==> src/rtl/pipeline_pkg.sv <==
// pipeline_pkg: constants and types shared by the fetch pipeline.
//   XLEN     - datapath width
//   NOP      - instruction placed in IF/ID when it is cleared (addi x0,x0,0)
//   PC_INC   - PC step between sequential instructions
//   fetch_state_e - fetch FSM states; SKID exists only when FETCH_SKID_EN is defined
package pipeline_pkg;

  localparam int unsigned XLEN = 32;

  localparam logic [XLEN-1:0] NOP    = 32'h0000_0013;
  localparam logic [XLEN-1:0] PC_INC = 32'd4;

`ifdef FETCH_SKID_EN
  typedef enum logic [1:0] {
    IDLE,
    WAIT,
    SKID,
    DROP
  } fetch_state_e;
`else
  typedef enum logic [1:0] {
    IDLE,
    WAIT,
    DROP
  } fetch_state_e;
`endif

  // Sequential successor of a PC; the adder wraps modulo 2^XLEN.
  function automatic logic [XLEN-1:0] pc_plus_inc(input logic [XLEN-1:0] pc);
    return pc + PC_INC;
  endfunction

endpackage

==> src/rtl/if_id_reg.sv <==
// if_id_reg: IF/ID pipeline register.
// Ports:
//   clk, rst_n        - clock, asynchronous active-low reset
//   load              - capture instr_in/pc_in and mark the entry valid
//   hold              - keep current contents (stall)
//   clear             - replace instruction with NOP and drop valid; pc_id kept
//   instr_in, pc_in   - incoming instruction word and its PC
//   instruction, pc_id, valid_id - registered IF/ID contents
// Priority is clear > hold > load.
module if_id_reg
  import pipeline_pkg::*;
(
  input  logic            clk,
  input  logic            rst_n,
  input  logic            load,
  input  logic            hold,
  input  logic            clear,
  input  logic [XLEN-1:0] instr_in,
  input  logic [XLEN-1:0] pc_in,
  output logic [XLEN-1:0] instruction,
  output logic [XLEN-1:0] pc_id,
  output logic            valid_id
);

  always_ff @(posedge clk or negedge rst_n) begin
    if (!rst_n) begin
      instruction <= NOP;
      pc_id       <= '0;
      valid_id    <= 1'b0;
    end else if (clear) begin
      instruction <= NOP;
      valid_id    <= 1'b0;
    end else if (hold) begin
      instruction <= instruction;
      pc_id       <= pc_id;
      valid_id    <= valid_id;
    end else if (load) begin
      instruction <= instr_in;
      pc_id       <= pc_in;
      valid_id    <= 1'b1;
    end
  end

endmodule

==> src/rtl/fetch_stage.sv <==
// fetch_stage: instruction fetch with a single outstanding memory request.
// Parameter:
//   RESET_PC     - PC loaded on reset
// Ports:
//   clk, rst_n   - clock, asynchronous active-low reset
//   SignalPC     - stall from hazard unit (1 = hold PC and IF/ID)
//   Flush        - taken branch/jump from EX; redirects PC to BranchTarget
//   BranchTarget - redirect address
//   imem_req     - one-cycle fetch request, address on imem_addr (= PC)
//   imem_valid   - response strobe, imem_rdata valid with it
//   Instruction, PC_ID, Valid_ID - IF/ID register contents
// Build option FETCH_SKID_EN: a response arriving during a stall is kept in a
// one-entry skid buffer (SKID state). Without it such a response is dropped
// and the same PC is re-requested once the stall clears.
module fetch_stage
  import pipeline_pkg::*;
#(
  parameter logic [31:0] RESET_PC = 32'h0000_0000
) (
  input  logic            clk,
  input  logic            rst_n,
  input  logic            SignalPC,
  input  logic            Flush,
  input  logic [XLEN-1:0] BranchTarget,
  output logic            imem_req,
  output logic [XLEN-1:0] imem_addr,
  input  logic            imem_valid,
  input  logic [XLEN-1:0] imem_rdata,
  output logic [XLEN-1:0] Instruction,
  output logic [XLEN-1:0] PC_ID,
  output logic            Valid_ID
);

  fetch_state_e    state;
  fetch_state_e    state_next;
  logic [XLEN-1:0] pc;

  logic            pc_redirect;
  logic            pc_advance;
  logic            ifid_load;
  logic            ifid_clear;
  logic [XLEN-1:0] ifid_instr;

`ifdef FETCH_SKID_EN
  logic [XLEN-1:0] skid_data;
  logic            skid_capture;
  logic            ifid_from_skid;
`endif

  // State register
  always_ff @(posedge clk or negedge rst_n) begin
    if (!rst_n) begin
      state <= IDLE;
    end else begin
      state <= state_next;
    end
  end

  // Next-state logic
  always_comb begin
    state_next = state;
    unique case (state)
      IDLE: begin
`ifdef FETCH_SKID_EN
        if (!Flush) begin
          state_next = WAIT;
        end
`else
        if (!Flush && !SignalPC) begin
          state_next = WAIT;
        end
`endif
      end
      WAIT: begin
        if (Flush) begin
          state_next = imem_valid ? IDLE : DROP;
        end else if (imem_valid) begin
`ifdef FETCH_SKID_EN
          state_next = SignalPC ? SKID : IDLE;
`else
          state_next = IDLE;
`endif
        end
      end
`ifdef FETCH_SKID_EN
      SKID: begin
        if (Flush || !SignalPC) begin
          state_next = IDLE;
        end
      end
`endif
      DROP: begin
        // The response being dropped is the only one outstanding, so once it
        // arrives a new fetch may start even if a redirect lands that cycle.
        if (imem_valid) begin
          state_next = IDLE;
        end
      end
      default: state_next = IDLE;
    endcase
  end

  // Output / control logic
  always_comb begin
    imem_req    = 1'b0;
    pc_redirect = 1'b0;
    pc_advance  = 1'b0;
    ifid_load   = 1'b0;
    ifid_clear  = 1'b0;
`ifdef FETCH_SKID_EN
    skid_capture   = 1'b0;
    ifid_from_skid = 1'b0;
`endif
    unique case (state)
      IDLE: begin
        if (Flush) begin
          pc_redirect = 1'b1;
          ifid_clear  = 1'b1;
        end else begin
          // Gated by rst_n so the request is low for the whole reset period.
`ifdef FETCH_SKID_EN
          imem_req = rst_n;
`else
          imem_req = rst_n && !SignalPC;
`endif
        end
      end
      WAIT: begin
        if (Flush) begin
          pc_redirect = 1'b1;
          ifid_clear  = 1'b1;
        end else if (imem_valid) begin
          if (!SignalPC) begin
            ifid_load  = 1'b1;
            pc_advance = 1'b1;
          end else begin
`ifdef FETCH_SKID_EN
            skid_capture = 1'b1;
`endif
          end
        end
      end
`ifdef FETCH_SKID_EN
      SKID: begin
        if (Flush) begin
          pc_redirect = 1'b1;
          ifid_clear  = 1'b1;
        end else if (!SignalPC) begin
          ifid_load      = 1'b1;
          ifid_from_skid = 1'b1;
          pc_advance     = 1'b1;
        end
      end
`endif
      DROP: begin
        if (Flush) begin
          pc_redirect = 1'b1;
          ifid_clear  = 1'b1;
        end
      end
      default: ;
    endcase
  end

  // PC register; SignalPC never reaches a load/advance path so PC holds on stall.
  always_ff @(posedge clk or negedge rst_n) begin
    if (!rst_n) begin
      pc <= RESET_PC;
    end else if (pc_redirect) begin
      pc <= BranchTarget;
    end else if (pc_advance) begin
      pc <= pc_plus_inc(pc);
    end
  end

`ifdef FETCH_SKID_EN
  // Skid storage; SKID state itself marks the entry as occupied, so leaving
  // SKID (drain or flush) empties it.
  always_ff @(posedge clk or negedge rst_n) begin
    if (!rst_n) begin
      skid_data <= '0;
    end else if (skid_capture) begin
      skid_data <= imem_rdata;
    end
  end

  assign ifid_instr = ifid_from_skid ? skid_data : imem_rdata;
`else
  assign ifid_instr = imem_rdata;
`endif

  assign imem_addr = pc;

  if_id_reg u_if_id_reg (
    .clk         (clk),
    .rst_n       (rst_n),
    .load        (ifid_load),
    .hold        (SignalPC),
    .clear       (ifid_clear),
    .instr_in    (ifid_instr),
    .pc_in       (pc),
    .instruction (Instruction),
    .pc_id       (PC_ID),
    .valid_id    (Valid_ID)
  );

endmodule

==> config.mk <==
export PLATFORM = sky130hd
export DESIGN_NAME = fetch_stage
export DESIGN_NICKNAME = d
export VERILOG_FILES = /design/src/rtl/pipeline_pkg.sv /design/src/rtl/if_id_reg.sv /design/src/rtl/fetch_stage.sv
export SDC_FILE = /design/constraint.sdc
export NUM_CORES = 1
export LEC_CHECK = 0
export ABC_AREA = 0
export BUFFER_PORTS_ARGS = -buffer_cell sky130_fd_sc_hd__buf_2
export CORE_MARGIN = 5
export CORE_UTILIZATION = 40
export CTS_CLUSTER_SIZE = 16
export DETAILED_ROUTE_END_ITERATION = 8
export PLACE_DENSITY = 0.63
export SLEW_MARGIN = 20
export SYNTH_ARGS = -nofsm -noshare
export SYNTH_HDL_FRONTEND = slang
export SYNTH_SLANG_ARGS = --single-unit
==> constraint.sdc <==
create_clock -name clk -period 6.6 [get_ports clk]
set_clock_uncertainty 0.15 [all_clocks]
set_input_delay 0.33 -clock clk [delete_from_list [all_inputs] [get_ports clk]]
set_output_delay 0.33 -clock clk [all_outputs]
set_load 0.02 [all_outputs]
==> metrics.txt, run 1 <==
status=completed; cell depth of the worst flop-to-flop path=4; fin util=0.511; share of layout cells above drive strength 1=0.293; largest net degree at the start of global routing=81; Setup TNS=0 ps; Die Ht=117 µm; ys async rst share=1.00; Highest Clock Rate=395 MHz; Slew @ Worst Pin=approximately 980 ps; syn avg cell area=a little under 9 µm²; CTS tree=done; drc violations=0; clock slew at reported path FFs=70 ps; core box area=11300 µm²; Post-layout nets=733; Startpoint Class=register; antenna cells=0; Hold Crit Class=in -> reg; #FFs+latches synth=99; synth warn=0; cells after synthesis=between 500 and 600; Post-synth EDFFs=0; Clock power frac=0.319; Yosys cell types=45; vias in the first global route=4176; port bufs=166; placed cell count=between 700 and 800; row cnt=39; maxcap violations=0; vias per cell=between 5 and 6; Overall Power=1.65 mW; Fin. Hold Viols=0; Crit path required time=6670 ps; Post-synth top flop=dfrtp_1; die area=13600 µm²; first-pass GRT wire length=21.4 mm; global route total overflow=0; Int Power=around 1.1 mW; Routability Congestion=0.886; Final min period=approximately 2500 ps; Setup CP Type=reg -> reg; CTS Buf Count=9; CTS sink count=between 90 and 100; Tot GR Track Use=0.199; first drt pass iteration count=4; # setup viols final=0; initial DRC count=340; post-synthesis net count=slightly below 600; Leak=3.01 nW; clock buffer depth=2; slew margin rel.=0.339; post-detailed-route wirelength per cell=approximately 17 µm; CTS H-Tree Depth=3; clock latency on the worst-skew pair=approximately 340 ps; Pwr Density=286 nW/µm²; clock root buffer=clkbuf_16; P_sw=530 µW; half-perimeter wire length after placement=9.45 mm; WL final=between 10 and 15 mm; via count=4346; switching share of power=0.322; die width=roughly 120 µm; Hold Crit Depth=3; area delta synth->final=26.7%; Post-Syn Area=approximately 4500 µm²; Initial Utilization=0.403; part of the power in registers=0.462; unrepaired setup endpoints after global routing=false; Critical Path AT=~2600 ps; antenna violations before repair=0; sequential cell area fraction in the yosys report=0.546; Final Max Slew Viols=0; CP max FO=7; I/O Pins=167; Comb power frac=0.219; Worst VDD drop=0.000167 V; post-route insts no fill=811; post-route ant nets=0; crit end category=register; fin crit share=0.384
cell usage after synthesis, drive strengths merged (2+ instances only):
| library cell | instances | area (µm²) |
|---|---|---|
| a21oi | 5 | 25.0 |
| inv | 5 | 18.8 |
| buf | 14 | 83.8 |
| and4 | 3 | 26.3 |
| a31oi | 10 | 62.6 |
| nand3 | 44 | 220 |
| a22oi | 6 | 45.0 |
| and2 | 3 | 18.8 |
| o211ai | 8 | 60.1 |
| a221o | 3 | 30.0 |
| o21ai | 17 | 85.1 |
| dfstp | 3 | 78.8 |
| nor3 | 3 | 20.0 |
| dfrtp | 96 | 2400 |
| a2bb2oi | 2 | 17.5 |
| nand4 | 12 | 75.1 |
| and3 | 3 | 18.8 |
| o31ai | 7 | 52.6 |
| nor2 | 17 | 63.8 |
| or3 | 5 | 36.3 |
| or4 | 22 | 170 |
| clkbuf | 18 | 67.6 |
| nand2 | 185 | 694 |
| a21o | 3 | 22.5 |
| nor4 | 4 | 25.0 |
metal layers:
metal,vias to the layer above,GRT usage,part of all wire
li1,2088,-,-
met1,2104,0.271,0.43
met2,135,0.314,0.49
met3,19,0.0389,0.063
met4,0,0.0787,0.019
met5,-,0,0
flip-flops by register name, summed over array words and instances, names as in the netlist:
signal and cells:
u_if_id_reg.valid_id 1, u_if_id_reg.pc_id 32, imem_addr 32, state 2
u_if_id_reg.instruction 32
final timing paths:
kind | from | endpoint | slack [ps]
worst max-delay path | state[1]$_DFFE_PN0P_ | imem_addr[19]$_DFFE_PN0P_ | 4070
worst min-delay path | imem_rdata[27] | u_if_id_reg.instruction[27]$_DFFE_PN0P_ | 30
worst max register to register | state[1]$_DFFE_PN0P_ | imem_addr[19]$_DFFE_PN0P_ | 4070
worst min register to register | u_if_id_reg.pc_id[1]$_DFFE_PN0P_ | u_if_id_reg.pc_id[1]$_DFFE_PN0P_ | 320
max in group asynchronous | rst_n | u_if_id_reg.instruction[6]$_DFFE_PN0P_ | 4800
min in group asynchronous | rst_n | imem_addr[7]$_DFFE_PN0P_ | 410
cell type report:
class,instances,area [µm²]
multi-input cells,376,1910
repair buffers,172,881
inverters,5,18.8
well taps,143,179
flip-flops and latches,99,2480
clock buffers,13,250
clock inverters,3,40.0
fillers,1074,5510
power groups by stage:
stage	registers (mW)	clock network [mW]	logic (mW)
2_1_floorplan	0.864	0	0.107
3_3_place_gp	0.766	0	0.362
3_5_place_dp	0.770	0	0.366
4_1_cts	0.760	0.536	0.368
5_1_grt	0.774	0.564	0.394
6_report	0.760	0.525	0.361
worst max-delay path: stages, from the launching register on:
cell,delay [ps]
dfrtp_1,450
or3_4,460
nor4_1,860
a31oi_1,190
a211o_1,300
cells by family after synthesis:
group | share of synthesized area
XOR/XNOR | 0.00385
flip-flops | 0.546
adder cells (fa/ha/maj) | 0.00275
AND/OR/NAND/NOR | 0.310
AO/OA/AOI/OAI | 0.100
buffers and inverters | 0.0374
layout by cell type (no fill, tap or decap), drive strengths merged, types with 2 or more instances in the layout:
cell,n
and3,3
a31oi,10
inv,5
nand2,185
and2,3
o211ai,8
a21oi,5
dfrtp,96
buf,171
a21o,3
nand3,44
clkbuf,13
a2bb2oi,2
nand4,12
or4,22
a22oi,6
a221o,3
o21ai,17
o31ai,7
nor2,17
dfstp,3
or3,5
nor3,3
and4,3
nor4,4
clkinv,2
through the flow:
stage / cell area, µm² / setup slack (ps) / hold WS, ps
after global placement: 5460 / 4150 / 245
after CTS: 5760 / 4070 / 21.1
after global routing: 5760 / 3930 / 18.7
final: 5760 / 4070 / 27.6
after detailed placement: 5460 / 4090 / 256
after floorplan: 4550 / 4290 / -116
what timing repair did:
action / CTS / global route
setup buffers: 0 / 0
resized for setup: 0 / 0
hold buffers: 1 / 0
endpoints found under the hold margin: 49 / 0
Note: power is estimated with default switching activity, not from simulation.
==> inputs of run 2 (changes only) <==
--- a/config.mk
+++ b/config.mk
@@ -5,7 +5,7 @@
 export SDC_FILE = /design/constraint.sdc
 export NUM_CORES = 1
 export LEC_CHECK = 0
-export ABC_AREA = 0
+export ABC_AREA = 1
 export BUFFER_PORTS_ARGS = -buffer_cell sky130_fd_sc_hd__buf_2
 export CORE_MARGIN = 5
 export CORE_UTILIZATION = 40
==> constraint.sdc (replaced) <==
create_clock -name clk -period 2.5 [get_ports clk]
set_clock_uncertainty 0.15 [all_clocks]
set_input_delay 0.125 -clock clk [delete_from_list [all_inputs] [get_ports clk]]
set_output_delay 0.125 -clock clk [all_outputs]
set_load 0.02 [all_outputs]
==> run 2 against run 1 <==
Largest power group unchanged. First-iteration DRC count is 29% lower. Worst hold slack lost 6.3 ps. Via count increased by 7.2%. Die area rose by 2.3%. Combinational power grew to 3.1 times the previous value. Critical endpoint is now imem_addr[2]$_DFFE_PN0P_.
==> metrics.txt, run 2 <==
status=completed; ys async rst share=1.00; antenna cells=0; Yosys cell types=34; top cell type's share of synthesized area=0.515; r2r setup slk=690 ps; crit end category=register; synth warn=0; CTS sink count=99; largest area contributor in the netlist=dfrtp_1; share of layout cells above drive strength 1=0.267; commonest cells after routing, fill and taps aside=nand2_1 (181), buf_2 (165), dfrtp_1 (96), dlygate4sd3_1 (67), nor2_1 (48); Hold Crit Class=in -> reg; crit-path cells=dlygate4sd3_1 > buf_2 > nor2_1 > nand3_2 > inv_2 > buf_12 > nand2_1 > o21ai_0 > a21oi_1; cell depth of the worst flop-to-flop path=10; Post-Syn Area=4660 µm²; Setup TNS=0 ps; Post-layout nets=approximately 860; post-synthesis net count=627; clock slew at reported path FFs=70 ps; pre-CTS setup slack=690 ps; port bufs=between 150 and 200; # setup viols final=0; largest net degree at the start of global routing=100; fin util=0.580; CP max FO=33; Critical Path AT=1940 ps; post-route ant nets=0; die width=around 120 µm; Final Max Slew Viols=0; core box area=11400 µm²; Hold Startpoint=BranchTarget[12]; Setup WS post-layout=603 ps; Die Ht=118 µm; cells after synthesis=557; P_sw=1.48 mW; Fin. Hold Viols=0; multiplexer area fraction after synthesis=0; Tot GR Track Use=0.214; Slew @ Worst Pin=around 600 ps; critical path endpoint=imem_addr[2]$_DFFE_PN0P_; Post-synth EDFFs=0; CP max stage cell=dlygate4sd3_1; vias in the first global route=4694; Pwr Density=694 nW/µm²; syn avg cell area=8.37 µm²; Setup CP Type=in -> reg; Startpoint Class=input pin; Compound-Gate Fraction of Synth Area=0.128; drc violations=0; first-pass GRT wire length=24.3 mm; Clock power frac=0.314; Initial Utilization=0.409; I/O Pins=167; simple logic cell fraction of the synthesized area=0.269; Reg-to-Reg End=imem_addr[24]$_DFFE_PN0P_; Final min period=1900 ps; Routability Congestion=0.904; maxcap violations=0; Highest Clock Rate=527 MHz; Overall Power=4.59 mW; Int Power=about 3.1 mW; top cells by count, synth=nand2_1 (181), dfrtp_1 (96), nor2_1 (48), nand3_1 (43), inv_1 (39); WL final=14.8 mm; Leak=around 3.4 nW; CTS Buf Count=9; via count=4661; hold_buf cts=67; main combinational cell family by area after synthesis=simple AND/OR/NAND/NOR gates; clock buffer depth=2; die area=13900 µm²; post-CTS setup buffers=0; area delta synth->final=42.0%; Min Hold Slack=21.3 ps; Synth Area in XOR/XNOR=0.00751; post-detailed-route wirelength per cell=15.9 µm; unrepaired setup endpoints after global routing=false; origin of the critical flop-to-flop path=imem_addr[2]$_DFFE_PN0P_; clock latency on the worst-skew pair=between 300 and 400 ps; vias per cell=4.99; Crit path required time=2540 ps; delay of the slowest cell on the worst path=530 ps; Crit. Startpoint=Flush; global route total overflow=0; largest cells by area after synthesis=dfrtp_1 (52%), nand2_1 (15%), a22o_1 (5.4%); CTS tree=done; Worst VDD drop=0.000349 V; sequential cell area fraction in the yosys report=0.532; slew margin rel.=0.598; switching share of power=0.322; fin crit share=0.759; half-perimeter wire length after placement=10.0 mm; Comb power frac=0.247; antenna violations before repair=0; row cnt=39; most common cell after layout, fill and taps aside=nand2_1; Post-CTS Resized=0; dominant cell by count in the synthesized netlist=nand2_1; first drt pass iteration count=5; CTS H-Tree Depth=3; Post-synth top flop=dfrtp_1; part of the power in registers=0.439; #FFs+latches synth=99; initial DRC count=240; clock root buffer=clkbuf_16; Synth Area in Adders=0.00268
## run 2: cell count changes after synthesis, moves of 10 or more
cell,delta
inv_1,+34
a22o_1,+29
buf_2,+13
o21ai_1,+20
or4_1,-20
a31oi_1,-10
clkbuf_1,-15
nor2_1,+31
## run 2: final cells by class
class / count / area (µm²)
flip-flops and latches: 99 / 2480
repair buffers: 241 / 1590
fillers: 1023 / 4800
inverters: 42 / 158
clock buffers: 13 / 270
well taps: 143 / 179
multi-input cells: 393 / 1900
clock inverters: 3 / 45.0
## run 2: power groups by stage
stage,clock [mW],combinational [mW],sequential [mW]
after global placement,0,1.05,2.03
after detailed placement,0,1.06,2.04
after floorplan,0,0.352,2.29
after CTS,1.48,1.14,2.01
after global routing,1.53,1.25,2.05
final,1.44,1.13,2.02
## run 2: cell families (layout without fill, tap and decap cells)
| logic type | Yosys count | in the layout |
|---|---|---|
| AOI/OAI and AO/OA | 91 | 91 |
| buffers and inverters | 65 | 299 |
| adders and majority gates | 1 | 1 |
| and+or+nand+nor | 297 | 297 |
| xor gates and xnor gates | 4 | 4 |
| DFF | 99 | 99 |
## run 2: metal layers
metal / routed length [µm] / GRT usage / up-vias
met5: 0 / 0 / -
met4: 316 / 0.0703 / 0
met3: 1220 / 0.0639 / 24
met2: 6820 / 0.341 / 183
met1: 6490 / 0.280 / 2169
li1: - / - / 2285
## run 2: stage by stage
stage	instance area, µm²	instances
after CTS	6620	934
after floorplan	4660	557
after detailed placement	5640	851
after global routing	6620	934
final	6620	934
after global placement	5640	851
## run 2: worst min path at each step
stage / end / cells past startpoint
floorplan: imem_addr[0]$_DFFE_PN0P_ / 0
global placement: u_if_id_reg.pc_id[9]$_DFFE_PN0P_ / 2
detailed placement: u_if_id_reg.pc_id[8]$_DFFE_PN0P_ / 2
CTS: imem_addr[12]$_DFFE_PN0P_ / 5
global route: imem_addr[12]$_DFFE_PN0P_ / 5
finish: imem_addr[12]$_DFFE_PN0P_ / 5
## run 2: critical path: cells and delay by family
family | cells | cell delay, ps
buffers and inverters | 4 | 1280
AOI/OAI and AO/OA | 2 | 140
and+or+nand+nor | 3 | 380
==> inputs of run 3 (changes only) <==
--- a/config.mk
+++ b/config.mk
@@ -11,7 +11,7 @@
 export CORE_UTILIZATION = 40
 export CTS_CLUSTER_SIZE = 16
 export DETAILED_ROUTE_END_ITERATION = 8
-export PLACE_DENSITY = 0.63
+export PLACE_DENSITY = 0.65
 export SLEW_MARGIN = 20
 export SYNTH_ARGS = -nofsm -noshare
 export SYNTH_HDL_FRONTEND = slang
==> constraint.sdc (replaced) <==
create_clock -name clk -period 1.7 [get_ports clk]
set_clock_uncertainty 0.15 [all_clocks]
set_input_delay 0.085 -clock clk [delete_from_list [all_inputs] [get_ports clk]]
set_output_delay 0.085 -clock clk [all_outputs]
set_load 0.02 [all_outputs]
==> run 3 against run 2 <==
Power up 55%. Non-clock buffer count up 28. Sequential share of layout area shrank 2.0 points. Core utilization rose by 3.5 points. Cell area rose by 6.1%. Sequential power increased by 46%. Critical path depth grew 1. Die area is the same. Critical path type is now reg -> reg. Largest power group unchanged.
==> metrics.txt, run 3 (same netlist as run 2, synthesis figures left out) <==
status=completed; largest net degree at the start of global routing=100; Initial Utilization=0.409; die area=13900 µm²; CTS tree=done; drc violations=0; WL met3=1.13 mm; # setup viols final=0; Worst VDD drop=0.000937 V; antenna violations before repair=0; global route total overflow=0; slew margin rel.=0.648; vias in the first global route=4953; CP max FO=4; pre-CTS setup slack=-81.9 ps; half-perimeter wire length after placement=just over 10 mm; post-detailed-route wirelength per cell=15.9 µm; Top Layer Used=met4; cell depth of the worst flop-to-flop path=10; clock root buffer=clkbuf_16; via count=4879; Die Ht=around 120 µm; WL final=15.3 mm; post-route insts no fill=962; Critical Path AT=~1800 ps; most common cell after layout, fill and taps aside=nand2_1; CTS Buf Count=9; clock buffer depth=2; CTS H-Tree Depth=3; placed cell count=872; Final Max Slew Viols=0; core box area=~11000 µm²; clock slew at reported path FFs=60 ps; die width=118 µm; share of layout cells above drive strength 1=0.317; Crit path required time=between 1500 and 2000 ps; clock latency on the worst-skew pair=340 ps; Fin. Hold Viols=0; CTS sink count=99; met1 wire length=6.49 mm; crit end category=register; Hold Crit Class=in -> reg; maxcap violations=0; Highest Clock Rate=600 MHz; first-pass GRT wire length=24.8 mm; Pwr Density=1010 nW/µm²; first drt pass iteration count=4; fin crit share=0.981; commonest cells after routing, fill and taps aside=nand2_1 (178), buf_2 (165), dfrtp_1 (87), dlygate4sd3_1 (68), nand3_1 (43); Startpoint Class=register; Post-layout nets=884; row cnt=39; post-route ant nets=0; Slew @ Worst Pin=528 ps; Routability Congestion=0.907; Final min period=1670 ps; Leak=3.60 nW; area delta synth->final=50.6%; I/O Pins=167; vias per cell=5.07; antenna cells=0; Setup TNS=0 ps; port bufs=around 170; Hold Crit Depth=5; unrepaired setup endpoints after global routing=true; met2 wire length=7.33 mm; Setup WS post-layout=32.4 ps; initial DRC count=~280; Tot GR Track Use=0.218; Setup CP Type=reg -> reg
## run 3: worst paths after layout
kind                                                    from                                 to  slack (ps)
max in group asynchronous                              rst_n          imem_addr[19]$_DFFE_PN0P_         780
hold / removal                                      SignalPC   u_if_id_reg.valid_id$_DFFE_PN0P_          80
min in group asynchronous                              rst_n   u_if_id_reg.pc_id[9]$_DFFE_PN0P_         210
setup / recovery                    imem_addr[2]$_DFFE_PN0P_          imem_addr[24]$_DFFE_PN0P_          30
hold reg to reg            u_if_id_reg.pc_id[10]$_DFFE_PN0P_  u_if_id_reg.pc_id[10]$_DFFE_PN0P_         330
setup reg to reg                    imem_addr[2]$_DFFE_PN0P_          imem_addr[24]$_DFFE_PN0P_          30
## run 3: per-stage QoR
| stage | hold slack (ps) | power [mW] | instance area, µm² | utilization |
|---|---|---|---|---|
| 3_3_place_gp | 45.6 | 4.61 | 5820 | 0.510 |
| 2_1_floorplan | -361 | 3.89 | 4670 | - |
| 3_5_place_dp | 61.0 | 4.64 | 5820 | 0.510 |
| 6_report | 76.6 | 7.12 | 7030 | 0.615 |
| 5_1_grt | 105 | 7.51 | 7030 | 0.615 |
| 4_1_cts | 96.2 | 7.14 | 6850 | 0.600 |
## run 3: power by group
part,switching [mW],internal [mW]
combinational,1.12,0.712
sequential,0.242,2.69
clock,0.879,1.47
total,2.24,4.88
## run 3: area by class of cell
| class | count | area, µm² |
|---|---|---|
| clock inverters | 5 | 100 |
| clock buffers | 11 | 243 |
| fillers | 1001 | 4390 |
| multi-input cells | 393 | 1980 |
| inverters | 42 | 170 |
| repair buffers | 269 | 1860 |
| flip-flops and latches | 99 | 2490 |
| well taps | 143 | 179 |
## run 3: worst max-delay path: stages (launching register included)
cell and delay, ps:
dfrtp_2 410, ha_4 150, nand2_2 70, nor2_4 160
nand2_2 120, nor2_4 160, nand2_1 60, nand2_1 70
nand3_1 80, nand2_1 70, nand2_1 40
## run 3: repair_timing
item	4_1_cts	5_1_grt
pin swaps	0	5
buffers inserted	0	5
hold buffers	68	0
hold endpoints to repair	162	0
cloned	0	1
endpoints found under the setup margin	38	51
resized for setup	2	39
## run 3: layer usage
metal / track usage / vias to the layer above
li1: - / 2341
met1: 0.275 / 2311
met2: 0.351 / 193
met3: 0.0586 / 34
met4: 0.0953 / 0
met5: 0 / -
